===== config.mk =====
export PLATFORM = sky130hd
export DESIGN_NAME = handshake_load_responder
export DESIGN_NICKNAME = d
export VERILOG_FILES = /design/src/rtl/handshake_pkg.sv /design/src/rtl/handshake_sync_fifo.sv /design/src/rtl/handshake_load_responder.sv
export SDC_FILE = /design/constraint.sdc
export NUM_CORES = 1
export LEC_CHECK = 0
export ABC_AREA = 1
export BUFFER_PORTS_ARGS = -buffer_cell sky130_fd_sc_hd__buf_2
export CAP_MARGIN = 5
export CELL_PAD_IN_SITES_DETAIL_PLACEMENT = 1
export CELL_PAD_IN_SITES_GLOBAL_PLACEMENT = 2
export CORE_MARGIN = 4
export CORE_UTILIZATION = 35
export CTS_BUF_LIST = sky130_fd_sc_hd__clkbuf_16
export DETAILED_ROUTE_END_ITERATION = 7
export MAX_ROUTING_LAYER = met4
export PLACE_DENSITY_LB_ADDON = 0.1
export SYNTH_ARGS = -nofsm -noshare
export SYNTH_HDL_FRONTEND = slang
export SYNTH_HIERARCHICAL = 1
export SYNTH_SLANG_ARGS = --single-unit
export TNS_END_PERCENT = 10

===== constraint.sdc =====
create_clock -name clk -period 4.6 [get_ports clk]
set_input_delay 0.23 -clock clk [delete_from_list [all_inputs] [get_ports clk]]
set_output_delay 0.23 -clock clk [all_outputs]
set_load 0.1 [all_outputs]

===== src/rtl/handshake_pkg.sv =====
// Shared helpers for the handshake load responder and its response FIFO.
// Optional build macro used by the responder: HANDSHAKE_LOAD_RESPONDER_BOUNDS_EN.
package handshake_pkg;

  // Ceiling log2 that never returns 0. A one-entry structure still gets a
  // one-bit pointer, so no zero-width vector is ever declared.
  function automatic int clog2_min1(input int value);
    int r;
    r = 1;
    for (int i = 1; i < 31; i++) begin
      if ((1 << i) < value) begin
        r = i + 1;
      end
    end
    return r;
  endfunction

endpackage


===== src/rtl/handshake_sync_fifo.sv =====
// Synchronous response FIFO with separate occupancy counter.
// Pointers are log2(DEPTH) bits and wrap naturally (DEPTH is a power of two).
// Push and pop in the same cycle are legal at any occupancy, including full.
module handshake_sync_fifo
  import handshake_pkg::*;
#(
  parameter int WIDTH = 32,
  parameter int DEPTH = 4
) (
  input  logic                       clk,
  input  logic                       rst_n,
  input  logic                       push,
  input  logic [WIDTH-1:0]           push_data,
  input  logic                       pop,
  output logic [WIDTH-1:0]           head_data,
  output logic [clog2_min1(DEPTH):0] count,
  output logic                       empty
);

  localparam int PW = clog2_min1(DEPTH);
  localparam int CW = PW + 1;

  logic [WIDTH-1:0] mem_q [DEPTH];
  logic [PW-1:0]    wr_ptr_q, wr_ptr_d;
  logic [PW-1:0]    rd_ptr_q, rd_ptr_d;
  logic [CW-1:0]    count_q, count_d;
  logic             pop_eff;

  // A pop against an empty FIFO is ignored so the counter can never underflow.
  assign pop_eff = pop && (count_q != '0);

  // Next-state pointers and count; simultaneous push/pop leaves count unchanged.
  always_comb begin
    wr_ptr_d = wr_ptr_q + PW'(push);
    rd_ptr_d = rd_ptr_q + PW'(pop_eff);
    count_d  = count_q + CW'(push) - CW'(pop_eff);
  end

  // Pointer and counter registers, cleared by synchronous active-low reset.
  always_ff @(posedge clk) begin
    if (!rst_n) begin
      wr_ptr_q <= '0;
      rd_ptr_q <= '0;
      count_q  <= '0;
    end else begin
      wr_ptr_q <= wr_ptr_d;
      rd_ptr_q <= rd_ptr_d;
      count_q  <= count_d;
    end
  end

  // Storage array; contents need no reset because the counter qualifies them.
  always_ff @(posedge clk) begin
    if (rst_n && push) begin
      mem_q[wr_ptr_q] <= push_data;
    end
  end

  assign head_data = mem_q[rd_ptr_q];
  assign count     = count_q;
  assign empty     = (count_q == '0);

endmodule


===== src/rtl/handshake_load_responder.sv =====
// Memory-side end of the handshake load protocol: accepts word addresses,
// reads a synchronous SRAM (1-cycle read latency) and returns data in order.
// A credit scheme (FIFO count + read in flight) guarantees every issued read
// has a FIFO slot waiting for it, so backpressure never drops or reorders data.
// Optional macro HANDSHAKE_LOAD_RESPONDER_BOUNDS_EN adds mem_data_err and
// turns reads at or above MEM_DEPTH into error responses without an SRAM read.
module handshake_load_responder
  import handshake_pkg::*;
#(
  parameter int ADDR_WIDTH = 32,
  parameter int DATA_WIDTH = 32,
  parameter int MEM_DEPTH  = 1024,
  parameter int RESP_DEPTH = 4
) (
  input  logic                  clk,
  input  logic                  rst_n,
  input  logic                  mem_addr_valid,
  output logic                  mem_addr_ready,
  input  logic [ADDR_WIDTH-1:0] mem_addr_data,
  output logic                  mem_data_valid,
  input  logic                  mem_data_ready,
  output logic [DATA_WIDTH-1:0] mem_data,
`ifdef HANDSHAKE_LOAD_RESPONDER_BOUNDS_EN
  output logic                  mem_data_err,
`endif
  output logic                  sram_re,
  output logic [ADDR_WIDTH-1:0] sram_addr,
  input  logic [DATA_WIDTH-1:0] sram_rdata
);

  localparam int CW = clog2_min1(RESP_DEPTH) + 1;

  typedef struct packed {
`ifdef HANDSHAKE_LOAD_RESPONDER_BOUNDS_EN
    logic                  err;
`endif
    logic [DATA_WIDTH-1:0] data;
  } resp_t;

  localparam int RW = $bits(resp_t);

  logic          accept;
  logic          pop;
  logic          inflight_q, inflight_d;
  logic [CW-1:0] fifo_count;
  logic [CW-1:0] occ;
  logic          fifo_empty;
  resp_t         push_entry;
  resp_t         head_entry;

  // Credits: entries already buffered plus the read whose data lands next edge.
  // mem_addr_ready depends on registered state and rst_n only, never on
  // mem_data_ready or mem_addr_valid.
  assign occ            = fifo_count + CW'(inflight_q);
  assign mem_addr_ready = rst_n && (occ < CW'(RESP_DEPTH));
  assign accept         = mem_addr_valid && mem_addr_ready;

  assign mem_data_valid = rst_n && !fifo_empty;
  assign pop            = mem_data_valid && mem_data_ready;

  assign sram_addr = mem_addr_data;

`ifdef HANDSHAKE_LOAD_RESPONDER_BOUNDS_EN
  localparam logic [ADDR_WIDTH:0] MEM_LIMIT = (ADDR_WIDTH + 1)'(MEM_DEPTH);

  logic addr_oob;
  logic inflight_oob_q, inflight_oob_d;

  // Out-of-range accepts still take a credit but never touch the SRAM.
  assign addr_oob       = ({1'b0, mem_addr_data} >= MEM_LIMIT);
  assign sram_re        = accept && !addr_oob;
  assign inflight_oob_d = accept && addr_oob;

  // Remembers that the slot in flight is an error response, not SRAM data.
  always_ff @(posedge clk) begin
    if (!rst_n) begin
      inflight_oob_q <= 1'b0;
    end else begin
      inflight_oob_q <= inflight_oob_d;
    end
  end

  // Error entries carry zero data so stale SRAM output never leaks out.
  always_comb begin
    push_entry      = '0;
    push_entry.data = inflight_oob_q ? '0 : sram_rdata;
    push_entry.err  = inflight_oob_q;
  end

  assign mem_data_err = head_entry.err;
`else
  assign sram_re = accept;

  // Every slot in flight is a real SRAM read.
  always_comb begin
    push_entry      = '0;
    push_entry.data = sram_rdata;
  end
`endif

  assign inflight_d = accept;

  // One-deep read pipeline: the accepted read's data is valid next cycle.
  always_ff @(posedge clk) begin
    if (!rst_n) begin
      inflight_q <= 1'b0;
    end else begin
      inflight_q <= inflight_d;
    end
  end

  handshake_sync_fifo #(
    .WIDTH (RW),
    .DEPTH (RESP_DEPTH)
  ) u_resp_fifo (
    .clk       (clk),
    .rst_n     (rst_n),
    .push      (inflight_q),
    .push_data (push_entry),
    .pop       (pop),
    .head_data (head_entry),
    .count     (fifo_count),
    .empty     (fifo_empty)
  );

  assign mem_data = head_entry.data;

endmodule


==> run_results.csv, run 1 <==
group,metric,value,unit
status,status,"complete, no violations",
global_routing,grt.busiest_layer,"met2",
worst_setup_path,crit_path_end_kind,"output port",
worst_setup_path,worstPathRequired,4.37,ns
logic_synthesis,syn_inst,401,
global_routing,met3_usage,3.73,%
floorplanning,ios,135,
logic_synthesis,async_reset_ff_share,0,%
global_routing,grt_start_max_net_pins,67,
floorplanning,coreArea,0.0153,mm^2
worst_setup_path,cp-startpoint,"u_resp_fifo/rd_ptr_q[0]",
worst_setup_path,r2r_cells,12,
floorplanning,start_util,35.8,%
clock_network,htree_levels,4,
floorplanning,die_y,133,um
logic_synthesis,synth.cell_area,0.00546,mm^2
timing,skew,0.00716,ns
global_routing,grtUsageMet1,16.7,%
drt,wl_per_cell,18.2,um
global_routing,grt_first_pass_wirelength,19.1,mm
drt,dr.pass1.iters,4,
power,sw_frac_of_total,30.9,%
clock_network,cts_setup_buffers,0,
drt,drtIter0Drc,172,
timing,relSlewSlack,32.7,%
power,power_density,526,mW/mm^2
clock_network,cts_tree,"yes",
global_routing,grt_usage,14.8,%
timing,rsz0062_at_grt,"false",
power,power_frac_seq,43.1,%
finish,area_growth,15.1,%
global_routing,grtUsageMet2,24.4,%
hold_path,hold_path.class,"primary input to flip-flop",
placement,dpl.cell_count,639,
clock_network,path_clk_slew,0.06,ns
logic_synthesis,synth-edff-count,128,
clock_network,cts_hold_buf,0,
floorplanning,dieArea,0.0177,mm^2
global_routing,overflow,0,
finish,mostFrequentLayoutCells,"128 x edfxtp_1, 73 x nor2_1, 70 x buf_2",
logic_synthesis,syn_area_per_cell,13.6,um^2
timing,min_period,2.69,ns
power,p_sw,1.02,mW
clock_network,cts_sinks,136,
finish,num-fill-cells,1596,
worst_setup_path,worst_ep_arrival_time,2.46,ns
hold_path,min-delay-start,"sram_rdata[26]",
timing,fin_crit_sh,58.5,%
clock_network,clkLatencyLatePin,0.41,ns
global_routing,antenna_found_initial,0,
drt,final_antenna_net_count,0,
power,p_leak,2.25,nW
logic_synthesis,ys_types,26,
finish,layout.nets,518,
power,total_power,3.31,mW
timing,worst_pin_slew,1.00,ns
drt,drt-vias-per-instance,4.86,
placement,io_buffers,70,
worst_setup_path,r2r-start,"u_resp_fifo/count[1]",
clock_network,cts_resized,0,
power,ir_drop,0.000298,V
finish,insertedDiodeCount,0,
drt,drc_errors,0,
worst_setup_path,crit_path_start_kind,"flip-flop",
global_routing,grt_pass1_vias,3518,
finish,fin_cells,670,
finish,final_common_cell,"edfxtp_1",
job,drv_cap,0,
worst_setup_path,path_class,"flip-flop to output port",
power,clkPwrFrac,37.8,%
logic_synthesis,yosysSeqAreaShare,73.3,%
logic_synthesis,synth_warnings,6,
floorplanning,die_x,133,um
clock_network,clk_path_buf_depth,2,
timing,setup_violations,0,
worst_setup_path,r2r_end,"u_resp_fifo/count[2]",
worst_setup_path,worstPathMaxFanout,38,
finish,drive_above_1_share,24.6,%
timing,slew_viol_final,0,
logic_synthesis,synth_top_flop_cell,"edfxtp_1",
floorplanning,num_rows,45,
logic_synthesis,synth_fp_nets,472,
placement,routabilityCongestion,0.720,
clock_network,cts_buffers,17,
timing,hold_ws,0.0309,ns
finish,utilization,41.2,%
hold_path,whs_path_depth,1,
power,intPower,2.28,mW
hold_path,holdPathEnd,"u_resp_fifo/mem_q[0][26]",
drt,routed_wl,12.2,mm
worst_setup_path,rrSetupSlack,2.31,ns
timing,final_hold_viol_count,0,
power,p_comb_share,19.1,%
timing,timing.fmax,372,MHz
drt,vias,3258,
timing,tns,0,ns
placement,place_hpwl,7.16,mm
clock_network,clock-root-buffer,"clkbuf_16",
logic_synthesis,synth-seq-cells,136,
==> cell usage after synthesis, types with 2 or more instances <==
master,n,area share [%]
nand3_1,2,0.18
inv_1,14,0.96
nand2_1,9,0.62
nor2_1,73,5.0
xnor2_1,2,0.32
o21ai_1,27,2.5
buf_4,32,4.4
edfxtp_1,128,70
clkbuf_8,2,0.50
nor3_1,4,0.37
inv_2,2,0.14
clkbuf_2,2,0.18
o21ai_0,38,3.5
ha_1,2,0.46
buf_6,8,1.6
o22ai_1,32,3.7
buf_2,7,0.64
nand4_1,2,0.23
dfxtp_1,8,2.9
==> routing by layer <==
layer  vias to the layer above  part of all wire, %
met5                         -                    0
met1                      1638                   43
li1                       1518                    -
met3                        34                  3.7
met2                        68                   51
met4                         0                  2.4
==> area by class of cell <==
class | count | area [um^2] | share of cell area [%]
inverters | 16 | 60.1 | 0.955
clock inverters | 14 | 118 | 1.87
flip-flops and latches | 136 | 4010 | 63.7
repair buffers | 79 | 418 | 6.65
clock buffers | 17 | 425 | 6.77
well taps | 211 | 264 | 4.20
multi-input cells | 197 | 996 | 15.8
==> critical path, stage by stage, from the launching register on <==
cell and delay [ns]:
dfxtp_2 0.32, inv_2 0.49, buf_4 0.43, o21ai_1 0.11, o22ai_1 0.22, buf_2 0.47
==> power by group through the flow <==
| stage | sequential (mW) | clock (mW) | combinational (mW) |
|---|---|---|---|
| 2_1_floorplan | 1.45 | 0 | 0.659 |
| 3_3_place_gp | 1.45 | 0 | 0.634 |
| 3_5_place_dp | 1.45 | 0 | 0.638 |
| 4_1_cts | 1.43 | 1.29 | 0.640 |
| 5_1_grt | 1.43 | 1.34 | 0.675 |
| 6_report | 1.43 | 1.25 | 0.631 |
==> worst max path at each step <==
stage / end / cells past startpoint
after floorplan: u_resp_fifo/mem_q[0][0] / 2
after global placement: mem_data[8] / 5
after detailed placement: u_resp_fifo/mem_q[1][16] / 4
after CTS: mem_data[8] / 5
after global routing: mem_data[8] / 5
final: mem_data[8] / 5
==> flip-flops by register name (all words and copies together) (netlist names) <==
signal                flops
u_resp_fifo/mem_q       128
u_resp_fifo/count         3
u_resp_fifo/rd_ptr_q      2
u_resp_fifo/wr_ptr_q      2
inflight_q                1
==> through the flow <==
step	setup WS, ns	cell area [um^2]
floorplan	1.45	5460
global placement	2.34	5740
detailed placement	2.29	5740
CTS	1.82	6290
global route	1.72	6290
finish	1.91	6290
==> logic make-up after synthesis <==
kind of cell	after synthesis	share of synthesized area, %
and+or+nand+nor	93	6.85
adders and majority gates	3	0.824
DFF	136	73.3
AOI/OAI and AO/OA	98	9.71
xor gates and xnor gates	3	0.481
buffers and inverters	68	8.84
(Power assumes the default switching activity.)
==> run 2: changes to the inputs <==
==> constraint.sdc (replaced) <==
create_clock -name clk -period 2.6 [get_ports clk]
set_input_delay 0.13 -clock clk [delete_from_list [all_inputs] [get_ports clk]]
set_output_delay 0.13 -clock clk [all_outputs]
set_load 0.1 [all_outputs]
==> run_results.csv, run 2 (synthesis results as in run 1) <==
group,metric,value,unit
status,status,"complete, no violations",
placement,place_hpwl,7.22,mm
global_routing,antenna_found_initial,0,
worst_setup_path,path_buf_inv,2,
finish,drive_above_1_share,24.6,%
timing,rsz0062_at_grt,"false",
timing,relSlewSlack,52.9,%
global_routing,grt_first_pass_wirelength,19.7,mm
clock_network,cts_setup_buffers,0,
worst_setup_path,crit_chain,"buf_4, o21ai_0, o22ai_1, buf_2",
placement,routabilityCongestion,0.691,
drt,routed_wl,12.2,mm
worst_setup_path,worstPathRequired,2.47,ns
clock_network,path_clk_slew,0.06,ns
floorplanning,start_util,35.8,%
timing,min_period,2.40,ns
worst_setup_path,crit_path_end_kind,"output port",
power,p_leak,2.44,nW
worst_setup_path,path_class,"flip-flop to output port",
worst_setup_path,worstPathMaxFanout,66,
clock_network,cts_sinks,136,
drt,drtIter0Drc,104,
drt,vias,3355,
timing,setup_violations,0,
timing,skew,0.00522,ns
floorplanning,die_y,133,um
timing,hold_ws,0.0306,ns
drt,drc_errors,0,
timing,final_hold_viol_count,0,
finish,utilization,44.4,%
global_routing,overflow,0,
floorplanning,die_x,133,um
timing,slew_viol_final,0,
finish,area_growth,24.0,%
clock_network,clock-root-buffer,"clkbuf_16",
clock_network,clkLatencyLatePin,0.41,ns
timing,timing.fmax,417,MHz
global_routing,grt_pass1_vias,3656,
power,power_density,922,mW/mm^2
floorplanning,coreArea,0.0153,mm^2
floorplanning,ios,135,
finish,fin_cells,711,
placement,io_buffers,70,
global_routing,grt_start_max_net_pins,67,
worst_setup_path,crit_slowest_cell,"buf_4",
clock_network,cts_tree,"yes",
hold_path,hold_path.class,"primary input to flip-flop",
finish,largest_reg_flops,128,
worst_setup_path,crit_path_start_kind,"flip-flop",
drt,final_antenna_net_count,0,
worst_setup_path,critical_path.top_delay_family,"buffers and inverters",
finish,top_register,"u_resp_fifo/mem_q",
placement,postPlaceCellArea,0.00581,mm^2
global_routing,grt_usage,15.1,%
floorplanning,num_rows,45,
drt,dr.pass1.iters,4,
timing,tns,0,ns
drt,drt-vias-per-instance,4.72,
finish,mostFrequentLayoutCells,"128 x edfxtp_1, 73 x nor2_1, 70 x buf_2",
worst_setup_path,crit_path_max_incr_delay,0.57,ns
power,ir_drop,0.000409,V
finish,final_common_cell,"edfxtp_1",
finish,num-fill-cells,1589,
timing,worst_pin_slew,0.706,ns
placement,dpl.cell_count,646,
clock_network,cts_buffers,17,
worst_setup_path,worst_ep_arrival_time,2.27,ns
clock_network,clk_path_buf_depth,2,
timing,fin_crit_sh,92.3,%
job,drv_cap,0,
finish,layout.nets,558,
drt,wl_per_cell,17.2,um
finish,finalInstanceArea,0.00677,mm^2
floorplanning,dieArea,0.0177,mm^2
finish,insertedDiodeCount,0,
clock_network,htree_levels,4,
==> run 2: cell types whose count changed in the layout (fill, tap and decap cells not counted), sizes merged <==
| cell | before | now |
|---|---|---|
| clkinv | 10 | 7 |
| clkinvlp | 0 | 3 |
| dlygate4sd3 | 0 | 33 |
| inv | 18 | 16 |
| bufinv | 2 | 5 |
| buf | 79 | 86 |
==> run 2: where the power goes <==
group          switching, mW  leakage [nW]  internal (mW)  total, mW
sequential            0.0428          1.22           2.48       2.52
combinational          0.937         0.922          0.228       1.16
clock                  0.871         0.301           1.68       2.56
==> run 2: area by class of cell <==
cell class / count / area (um^2) / share of cell area (%)
Clock inverter: 15 / 208 / 3.07
Multi-Input combinational cell: 197 / 996 / 14.7
Timing Repair Buffer: 119 / 813 / 12.0
Sequential cell: 136 / 4010 / 59.1
Clock buffer: 17 / 425 / 6.28
Inverter: 16 / 60.1 / 0.887
Tap cell: 211 / 264 / 3.90
==> run 2: stage by stage <==
step	power, mW	setup WS [ns]
floorplan	3.73	-0.550
global placement	3.69	0.409
global route	6.49	0.0162
detailed placement	3.70	0.347
finish	6.24	0.199
CTS	6.32	0.128
==> run 2: worst register-to-register path: cells and delay by family, from the launching register on <==
kind	cells	cell delay (ns)
xor gates and xnor gates	1	0.17
DFF	1	0.44
and+or+nand+nor	6	0.87
buffers and inverters	3	0.19
adders and majority gates	2	0.52
==> run 2: path summary, 6_finish.rpt <==
path / endpoint / from / cells past startpoint / slack, ns
hold reg to reg: u_resp_fifo/wr_ptr_q[1] / u_resp_fifo/wr_ptr_q[1] / 2 / 0.58
setup / recovery: mem_data[8] / u_resp_fifo/rd_ptr_q[0] / 4 / 0.20
setup reg to reg: u_resp_fifo/count[2] / u_resp_fifo/count[1] / 12 / 0.29
hold / removal: u_resp_fifo/count[0] / rst_n / 3 / 0.03
==> run 2: timing repair <==
item / 4_1_cts / 5_1_grt
resized for setup: 0 / 0
hold buffers: 33 / 0
hold endpoints to repair: 129 / 0
==> run 2: routing by layer <==
layer	up-vias	part of all wire (%)	track usage [%]
met4	0	2.0	6.41
met2	73	51	25.1
met1	1652	43	17.1
met5	-	0	-
met3	31	4.5	4.37
li1	1599	-	-
